<file path="src/rtl/mips_pkg.sv">
// Shared definitions for the MIPS pipeline: reset/bubble constants, instruction
// field positions used by the control decoder, and the IF/ID bundle type.
package mips_pkg;

    localparam logic [31:0] RESET_PC_DEFAULT  = 32'h0000_3000;
    // sll $0,$0,0 -- a bubble decodes as a harmless instruction
    localparam logic [31:0] NOP_INSTR_DEFAULT = 32'h0000_0000;

    localparam int OPCODE_MSB = 31;
    localparam int OPCODE_LSB = 26;
    localparam int FUNCT_MSB  = 5;
    localparam int FUNCT_LSB  = 0;

    typedef struct packed {
        logic        valid;
        logic [31:0] instr;
        logic [31:0] pc;
        logic [31:0] pc4;
    } if_id_t;

endpackage

</file>
<file path="src/rtl/if_id_stage_pc_reg.sv">
// Program counter with next-PC selection: redirect target, hold, or PC+4.
import mips_pkg::*;

module pc_reg #(
    parameter logic [31:0] RESET_PC = RESET_PC_DEFAULT
) (
    input  logic        clk,
    input  logic        rst,
    input  logic        redirect_i,
    input  logic [31:0] redirect_pc_i,
    input  logic        stall_i,
    input  logic        advance_i,
    output logic [31:0] pc_o,
    output logic [31:0] pc_plus4_o
);

    logic [31:0] pc_q;
    logic [31:0] pc_d;

    assign pc_o       = pc_q;
    assign pc_plus4_o = pc_q + 32'd4;

    // Next-PC mux: redirect beats stall; a wait state holds the PC.
    always_comb begin
        pc_d = pc_q;
        if (redirect_i) begin
            // Targets are word aligned by construction; the low bits are dropped.
            pc_d = redirect_pc_i & ~32'h0000_0003;
        end else if (stall_i) begin
            pc_d = pc_q;
        end else if (advance_i) begin
            pc_d = pc_plus4_o;
        end
    end

    // PC register with synchronous reset to the boot vector.
    always_ff @(posedge clk) begin
        if (rst) begin
            pc_q <= RESET_PC;
        end else begin
            pc_q <= pc_d;
        end
    end

endmodule

</file>
<file path="src/rtl/if_id_stage.sv">
// Instruction fetch plus the IF/ID pipeline register. No delay slot: a redirect
// squashes whatever was fetched in the same cycle, costing one bubble.
import mips_pkg::*;

module if_id_stage #(
    parameter logic [31:0] RESET_PC  = RESET_PC_DEFAULT,
    parameter logic [31:0] NOP_INSTR = NOP_INSTR_DEFAULT
) (
    input  logic        clk,
    input  logic        rst,
    input  logic        stall_i,
    input  logic        redirect_i,
    input  logic [31:0] redirect_pc_i,
    output logic [31:0] imem_addr_o,
    output logic        imem_req_o,
    input  logic [31:0] imem_rdata_i,
    input  logic        imem_ready_i,
    output logic        id_valid_o,
    output logic [31:0] id_instr_o,
    output logic [5:0]  id_opcode_o,
    output logic [5:0]  id_funct_o,
    output logic [31:0] id_pc_o,
    output logic [31:0] id_pc4_o
);

    logic [31:0] pc;
    logic [31:0] pc_plus4;
    logic        fetched;
    if_id_t      id_q;
    if_id_t      id_d;

    assign fetched = imem_ready_i & ~rst;

    pc_reg #(
        .RESET_PC (RESET_PC)
    ) u_pc_reg (
        .clk           (clk),
        .rst           (rst),
        .redirect_i    (redirect_i),
        .redirect_pc_i (redirect_pc_i),
        .stall_i       (stall_i),
        .advance_i     (fetched),
        .pc_o          (pc),
        .pc_plus4_o    (pc_plus4)
    );

    assign imem_addr_o = pc;
    assign imem_req_o  = ~rst;

    // IF/ID next value: squash on redirect, hold on stall, load on fetch, else bubble.
    always_comb begin
        id_d = id_q;
        if (redirect_i) begin
            id_d.valid = 1'b0;
            id_d.instr = NOP_INSTR;
        end else if (stall_i) begin
            id_d = id_q;
        end else if (fetched) begin
            id_d.valid = 1'b1;
            id_d.instr = imem_rdata_i;
            id_d.pc    = pc;
            id_d.pc4   = pc_plus4;
        end else begin
            id_d.valid = 1'b0;
            id_d.instr = NOP_INSTR;
        end
    end

    // IF/ID register with synchronous reset to an empty slot.
    always_ff @(posedge clk) begin
        if (rst) begin
            id_q.valid <= 1'b0;
            id_q.instr <= NOP_INSTR;
            id_q.pc    <= 32'h0;
            id_q.pc4   <= 32'h0;
        end else begin
            id_q <= id_d;
        end
    end

    assign id_valid_o  = id_q.valid;
    assign id_instr_o  = id_q.instr;
    assign id_opcode_o = id_q.instr[OPCODE_MSB:OPCODE_LSB];
    assign id_funct_o  = id_q.instr[FUNCT_MSB:FUNCT_LSB];
    assign id_pc_o     = id_q.pc;
    assign id_pc4_o    = id_q.pc4;

endmodule

</file>
<file path="config.mk">
export PLATFORM = sky130hd
export DESIGN_NAME = if_id_stage
export DESIGN_NICKNAME = d
export VERILOG_FILES = /design/src/rtl/mips_pkg.sv /design/src/rtl/if_id_stage_pc_reg.sv /design/src/rtl/if_id_stage.sv
export SDC_FILE = /design/constraint.sdc
export NUM_CORES = 1
export LEC_CHECK = 0
export CORE_MARGIN = 2
export CORE_UTILIZATION = 50
export CTS_CLUSTER_DIAMETER = 30
export DETAILED_ROUTE_END_ITERATION = 8
export DONT_BUFFER_PORTS = 1
export PLACE_DENSITY_LB_ADDON = 0.12
export SLEW_MARGIN = 20
export SYNTH_ARGS = -nofsm -noshare
export SYNTH_HDL_FRONTEND = slang
export SYNTH_SLANG_ARGS = --single-unit
</file>
<file path="constraint.sdc">
create_clock -name clk -period 3.23 [get_ports clk]
set_input_delay 0.969 -clock clk [delete_from_list [all_inputs] [get_ports clk]]
set_output_delay 0.969 -clock clk [all_outputs]
set_load 0.05 [all_outputs]
</file>
Word level (Yosys, flattened, before mapping)
Index checks and enable logic that the tools add are counted.
{"block": "totals", "rom_bits": 0, "ramBits": 0, "output_inout_bits": 142, "register_bits": 129, "wordCells": 21, "latch_bits": 0, "inputBits": 69, "mem_count": 0}
{"block": "classes", "multipliers": 0, "reduce_logical": 5, "n_addsub": 1, "n_bitwise": 4, "n_mux": 4, "shift": 0, "n_eq_ne": 1, "div_mod_pow": 0, "n_lt_le_gt_ge": 0}
{"op": "32-bit two-way mux", "n": 3}
{"op": "33-bit two-way mux", "n": 1}
{"op": "32-bit by 3-bit adder with 32-bit output, second input constant", "n": 1}
{"op": "2-bit AND reduction", "n": 2}
{"op": "1-bit NOT", "n": 3}
{"op": "3-bit AND reduction", "n": 1}
{"op": "2-bit by 1-bit != test with 1-bit output, second input constant", "n": 1}
{"op": "2-bit nonzero test", "n": 1}
{"op": "2-bit OR reduction", "n": 1}
{"op": "1-bit bitwise AND", "n": 1}

Longest topological paths before layout
Gate-level depths: netlist of the first run.
{"block": "depth", "depth_word": 5, "ltp_mapped": 8, "depth_no_buf": 6}

Hierarchy
A second synthesis of the first run with hierarchy kept.
{"block": "hier_totals", "hier_cells": 735, "area_unflattened_um2": 6597.6}
{"module": "if_id_stage", "seq_area_each_um2": 1941.9, "cells_per_inst": 439, "n_inst": 1, "area_each_um2": 4304.1}
{"module": "pc_reg", "seq_area_each_um2": 600.6, "cells_per_inst": 296, "n_inst": 1, "area_each_um2": 2293.4}

Worst setup path before layout of the first run
OpenSTA, ideal clock, no wires.
{"block": "synth_timing", "path_type": "input to output", "start": "in rst", "end": "out imem_req_o", "t_arrival_ns": 1.808, "path_slack_ns": 0.453, "required_ns": 2.261, "n_path_buf": 2, "cell_stages": 3, "cell_sequence": "clkbuf_1 inv_1 clkbuf_1"}
{"block": "synth_between", "elab_chain_len": 1}
{"element": "start: declaration", "line_no": "if_id_stage.sv:10", "text": "input logic rst,"}
{"element": "1-bit NOT", "line_no": "if_id_stage.sv:48", "text": "assign imem_req_o = ~rst;"}
{"element": "end: declaration", "line_no": "if_id_stage.sv:15", "text": "output logic imem_req_o,"}
No other way between the ends.

Worst setup path after layout of the first run
{"block": "layout_timing", "start": "reg id_q, in the netlist id_instr_o[31]", "end": "out id_instr_o[31]"}
{"element": "start: declaration", "line_no": "if_id_stage.sv:29", "text": "if_id_t id_q;"}
{"element": "start signal: assignment", "line_no": "if_id_stage.sv:77", "text": "id_q <= id_d;"}
{"element": "end: declaration", "line_no": "if_id_stage.sv:19", "text": "output logic [31:0] id_instr_o,"}
No word-level cell between the ends.

==> results of run 1 <==
## where the power goes
group	internal (mW)	switching, mW	leakage, nW	total [mW]
combinational	0.0965	0.205	0.957	0.302
sequential	1.56	0.148	1.00	1.71
clock	1.20	0.709	0.280	1.91
total	2.86	1.06	2.24	3.92
## metrics by stage
stage / hold WS [ns] / worst slack, ns / total power [mW]
floorplan: 0.671 / 0.453 / 2.01
global placement: 0.546 / 0.849 / 2.04
detailed placement: 0.552 / 0.816 / 2.05
CTS: 0.480 / 0.721 / 3.95
global route: 0.485 / 0.553 / 4.05
finish: 0.501 / 0.737 / 3.92
## logic make-up after synthesis
family	synth area share [%]
XOR/XNOR	7.97
buffers and inverters	8.48
multiplexers	1.64
flip-flops	44.8
AO/OA/AOI/OAI	16.8
AND/OR/NAND/NOR	19.9
adder cells (fa/ha/maj)	0.228
other	0.0683
## flip-flops by register name (all words and copies together), names as in the netlist
name           count
id_pc_o           30
id_pc4_o          30
id_valid_o         1
u_pc_reg.pc_o     30
id_instr_o        32
## synth_stat cells, drive strengths merged
master  instances
nor2           66
or3             2
buf            48
nand2b          2
nor2b           1
or2             1
clkbuf         28
a21oi          75
inv            17
and4            1
a22oi          32
mux2i           9
a221oi          1
o22ai           3
nand4          15
nor3           10
o21ai          24
o211ai          1
nor4            8
nand2          86
conb            1
dfxtp         123
nand4b          2
o21a           13
ha              1
xor2           24
and2            4
xnor2          26
and3            2
nand3          24
a211oi          7
## per-layer routing
layer	track usage (%)	vias to the layer above	routed length (microns)
li1	-	2175	-
met1	27.5	2043	5820
met2	39.8	181	6690
met3	9.15	24	1270
met4	9.80	0	245
met5	0	-	0
## final timing paths
path                       end  depth (start not counted)
max             id_instr_o[31]                          0
min                 id_pc_o[2]                          1
max reg2reg  u_pc_reg.pc_o[20]                          7
min reg2reg        id_pc_o[13]                          2
## placed cells by master, fill, tap and decap left out, types with 3 or more instances in the layout
| cell | instances |
|---|---|
| dfxtp_1 | 123 |
| nand2_1 | 86 |
| a21oi_1 | 74 |
| nor2_1 | 62 |
| buf_4 | 34 |
| a22oi_1 | 32 |
| xnor2_1 | 26 |
| xor2_1 | 24 |
| o21ai_0 | 24 |
| nand3_1 | 21 |
| inv_1 | 17 |
| clkbuf_16 | 16 |
| o21a_1 | 13 |
| nand4_1 | 12 |
| nor3_1 | 9 |
| mux2i_1 | 9 |
| a211oi_1 | 7 |
| conb_1 | 6 |
| clkinvlp_4 | 4 |
| nor2_2 | 3 |
| nand3_2 | 3 |
| nor4_1 | 3 |
| nand4_2 | 3 |
| and2_1 | 3 |
| nor4_4 | 3 |
| o22ai_1 | 3 |
| clkinv_4 | 3 |
| bufinv_16 | 3 |
## final cells by class
class | count | area, sq um
Tap cell | 140 | 175
Multi-Input combinational cell | 446 | 2590
Clock buffer | 18 | 428
Timing Repair Buffer | 34 | 255
Fill cell | 973 | 4650
Sequential cell | 123 | 2460
Clock inverter | 13 | 169
Inverter | 17 | 63.8
==> results.sh, run 1 <==
export IMPL_synth_area_leaders="dfxtp_1 45%, a21oi_1 6.7%, nand2_1 5.9%"
export IMPL_clock_latency_ns=0.53
export IMPL_hold_violations=0
export IMPL_dieWidth_microns=109
export IMPL_grt_pass1_vias=4248
export IMPL_dr_pass1_iters=5
export IMPL_rrSetupSlack_ns=0.79
export IMPL_num_nets_final=709
export IMPL_cts_tree="yes"
export IMPL_grt_pass1_wl_mm=21.6
export IMPL_numCtsBuffers=17
export IMPL_hp_class="primary input to flop"
export IMPL_final_cells=791
export IMPL_slew_headroom_pct=32.0
export IMPL_num_vias=4423
export IMPL_antenna_found_initial=0
export IMPL_row_count=38
export IMPL_cts_resized=0
export IMPL_gr_total_overflow=0
export IMPL_synth_top_area_cell="dfxtp_1"
export IMPL_path_max_fanout=3
export IMPL_via_per_inst=5.59
export IMPL_drc=0
export IMPL_diodes=0
export IMPL_areaGrowthSynthToFinish_pct=11.8
export IMPL_ys_types=42
export IMPL_grt_max_degree=70
export IMPL_setup_viol=0
export IMPL_finClkSkew_ns=0.00919
export IMPL_routedWlPerCell_microns=17.7
export IMPL_ys_ff_latch=123
export IMPL_r2r_start="u_pc_reg.pc_o[3]"
export IMPL_detail_route_wirelength_mm=14.0
export IMPL_yosysSeqAreaShare_pct=44.8
export IMPL_yosysWarningCount=0
export IMPL_min_delay_start="rst"
export IMPL_synth_top_cell_area_share_pct=44.8
export IMPL_place_inst=760
export IMPL_cts_htree_levels=4
export IMPL_drtIter0Drc=291
export IMPL_placed_area_sq_um=5540
export IMPL_p_per_area_nw_per_um2=638
export IMPL_core_sq_um=10800
export IMPL_drive_gt1_share_pct=12.9
export IMPL_p_leak_nw=2.24
export IMPL_crit_path_end_kind="primary output"
export IMPL_port_buffers=0
export IMPL_crit_start="id_instr_o[31]"
export IMPL_postCtsSetupBuffers=0
export IMPL_gp_congestion=0.785
export IMPL_critPathKind="flop to primary output"
export IMPL_path_clk_slew_ns=0.06
export IMPL_ctsHoldBuffers=0
export IMPL_ios=211
export IMPL_fin_tns_setup_ns=0
export IMPL_clk_path_buf_depth=2
export IMPL_die_y_microns=109
export IMPL_die_area_sq_um=11800
export IMPL_period_needed_ns=2.49
export IMPL_fmax_mhz=401
export IMPL_cts_root_buf="clkbuf_8"
export IMPL_tightest_slew_ns=1.02
export IMPL_stdcell_area_sq_um=6140
export IMPL_arrival_ns=1.52
export IMPL_final_core_util_pct=56.9
export IMPL_start_kind="flop"
export IMPL_irDropWorstVdd_mv=0.336
export IMPL_maxCapViolations=0
export IMPL_grt_usage_pct=23.9
export IMPL_drv_slew=0
export IMPL_syn_area_per_cell_sq_um=8.36
export IMPL_period_share_pct=77.2
export IMPL_rsz0062_at_grt="no"
export IMPL_outcome="finished, final reports clean"
export IMPL_initial_utilization_pct=50.9
export IMPL_crit_required_ns=2.26
export IMPL_dp_hpwl_mm=9.39
export IMPL_detail_route_antenna_nets=0
export IMPL_synth_area_sq_um=5490
export IMPL_clock_sinks=123
export IMPL_synthCells=657
Power figures use the tool's default switching activity.
==> inputs of run 2 (changes only) <==
==> constraint.sdc (replaced) <==
create_clock -name clk -period 2.29 [get_ports clk]
set_input_delay 0.687 -clock clk [delete_from_list [all_inputs] [get_ports clk]]
set_output_delay 0.687 -clock clk [all_outputs]
set_load 0.05 [all_outputs]
==> results.sh, run 2 (synthesis gave the netlist of run 1 again) <==
export IMPL_hold_violations=0
export IMPL_port_buffers=0
export IMPL_largest_reg_flops=32
export IMPL_slew_headroom_pct=55.6
export IMPL_dp_hpwl_mm=9.70
export IMPL_core_sq_um=10800
export IMPL_outcome="finished, final reports clean"
export IMPL_grt_pass1_vias=4300
export IMPL_stdcell_area_sq_um=6330
export IMPL_cts_resized=0
export IMPL_gr_total_overflow=0
export IMPL_grt_pass1_wl_mm=21.9
export IMPL_p_per_area_nw_per_um2=889
export IMPL_num_nets_final=727
export IMPL_ios=211
export IMPL_final_core_util_pct=58.7
export IMPL_fin_tns_setup_ns=0
export IMPL_clk_path_buf_depth=2
export IMPL_path_max_fanout=6
export IMPL_p_leak_nw=2.35
export IMPL_clock_latency_ns=0.53
export IMPL_n_fill_cell=957
export IMPL_path_clk_slew_ns=0.06
export IMPL_detail_route_antenna_nets=0
export IMPL_crit_family="simple AND/OR/NAND/NOR gates"
export IMPL_num_vias=4516
export IMPL_drive_gt1_share_pct=15.2
export IMPL_place_inst=778
export IMPL_drtIter0Drc=332
export IMPL_die_area_sq_um=11800
export IMPL_rsz0062_at_grt="no"
export IMPL_areaGrowthSynthToFinish_pct=15.3
export IMPL_period_share_pct=89.0
export IMPL_cts_tree="yes"
export IMPL_clock_sinks=123
export IMPL_dr_pass1_iters=5
export IMPL_multi_input_area_sq_um=2590
export IMPL_maxCapViolations=0
export IMPL_slowest_stage="nor3_2"
export IMPL_final_cell_mix="123 x dfxtp_1, 86 x nand2_1, 74 x a21oi_1"
export IMPL_numCtsBuffers=17
export IMPL_setup_viol=0
export IMPL_setup_slack_ns=0.251
export IMPL_die_y_microns=109
export IMPL_cts_htree_levels=4
export IMPL_ctsHoldBuffers=0
export IMPL_regArea_sq_um=2460
export IMPL_drc=0
export IMPL_period_needed_ns=2.04
export IMPL_layout_commonest_cell="dfxtp_1"
export IMPL_cts_root_buf="clkbuf_8"
export IMPL_postCtsSetupBuffers=0
export IMPL_tightest_slew_ns=0.665
export IMPL_grt_usage_pct=24.2
export IMPL_dieWidth_microns=109
export IMPL_whs_ns=0.230
export IMPL_irDropWorstVdd_mv=0.453
export IMPL_cpPeakStageDelay_ns=0.56
export IMPL_drv_slew=0
export IMPL_final_cells=810
export IMPL_row_count=38
export IMPL_crit_path_end_kind="flop"
export IMPL_placed_area_sq_um=5720
export IMPL_grt_max_degree=70
export IMPL_diodes=0
export IMPL_routedWlPerCell_microns=17.5
export IMPL_pre_cts_slack_ns=0.267
export IMPL_finClkSkew_ns=0.00994
export IMPL_via_per_inst=5.58
export IMPL_power_mw=5.63
export IMPL_antenna_found_initial=0
export IMPL_start_kind="flop"
export IMPL_worstPathCellList="buf_4 > nand4_2 > nor3_2 > nand3_1 > xnor2_1 > o21a_1"
export IMPL_hp_class="primary input to flop"
export IMPL_crit_required_ns=2.70
export IMPL_gp_congestion=0.806
export IMPL_rrSetupSlack_ns=0.25
export IMPL_critPathKind="flop to flop"
export IMPL_arrival_ns=2.45
export IMPL_fmax_mhz=491
export IMPL_critPathBufInv=1
export IMPL_detail_route_wirelength_mm=14.2
export IMPL_initial_utilization_pct=50.9
## run 2: cell count changes in the layout (fill, tap and decap cells not counted)
cell	previous run	this run
buf_12	0	3
bufinv_16	3	4
clkinvlp_4	4	5
clkinv_4	3	4
inv_6	2	0
buf_4	34	49
clkbuf_8	2	1
clkbuf_1	0	1
## run 2: metal layers
layer / wire [microns] / vias up / GRT usage (%)
met4: 217 / 0 / 9.89
met2: 6980 / 185 / 41.0
li1: - / 2212 / -
met5: 0 / - / 0
met3: 1220 / 15 / 7.95
met1: 5740 / 2104 / 28.2
## run 2: power breakdown
part	total [mW]	internal, mW	switching (mW)
combinational	0.482	0.151	0.331
sequential	2.38	2.21	0.170
clock	2.77	1.77	1.00
total	5.63	4.13	1.50
## run 2: final timing paths
check | to | start | cells past startpoint
worst max-delay path | u_pc_reg.pc_o[23] | u_pc_reg.pc_o[2] | 6
worst max register to register | u_pc_reg.pc_o[23] | u_pc_reg.pc_o[2] | 6
worst min-delay path | id_pc_o[8] | rst | 1
worst min register to register | id_pc_o[20] | u_pc_reg.pc_o[20] | 2
## run 2: cell type report
type / instances / share of cell area (%)
multi-input cells: 446 / 40.9
flip-flops and latches: 123 / 38.9
repair buffers: 52 / 6.76
clock buffers: 18 / 6.60
clock inverters: 14 / 3.12
well taps: 140 / 2.77
inverters: 17 / 1.01
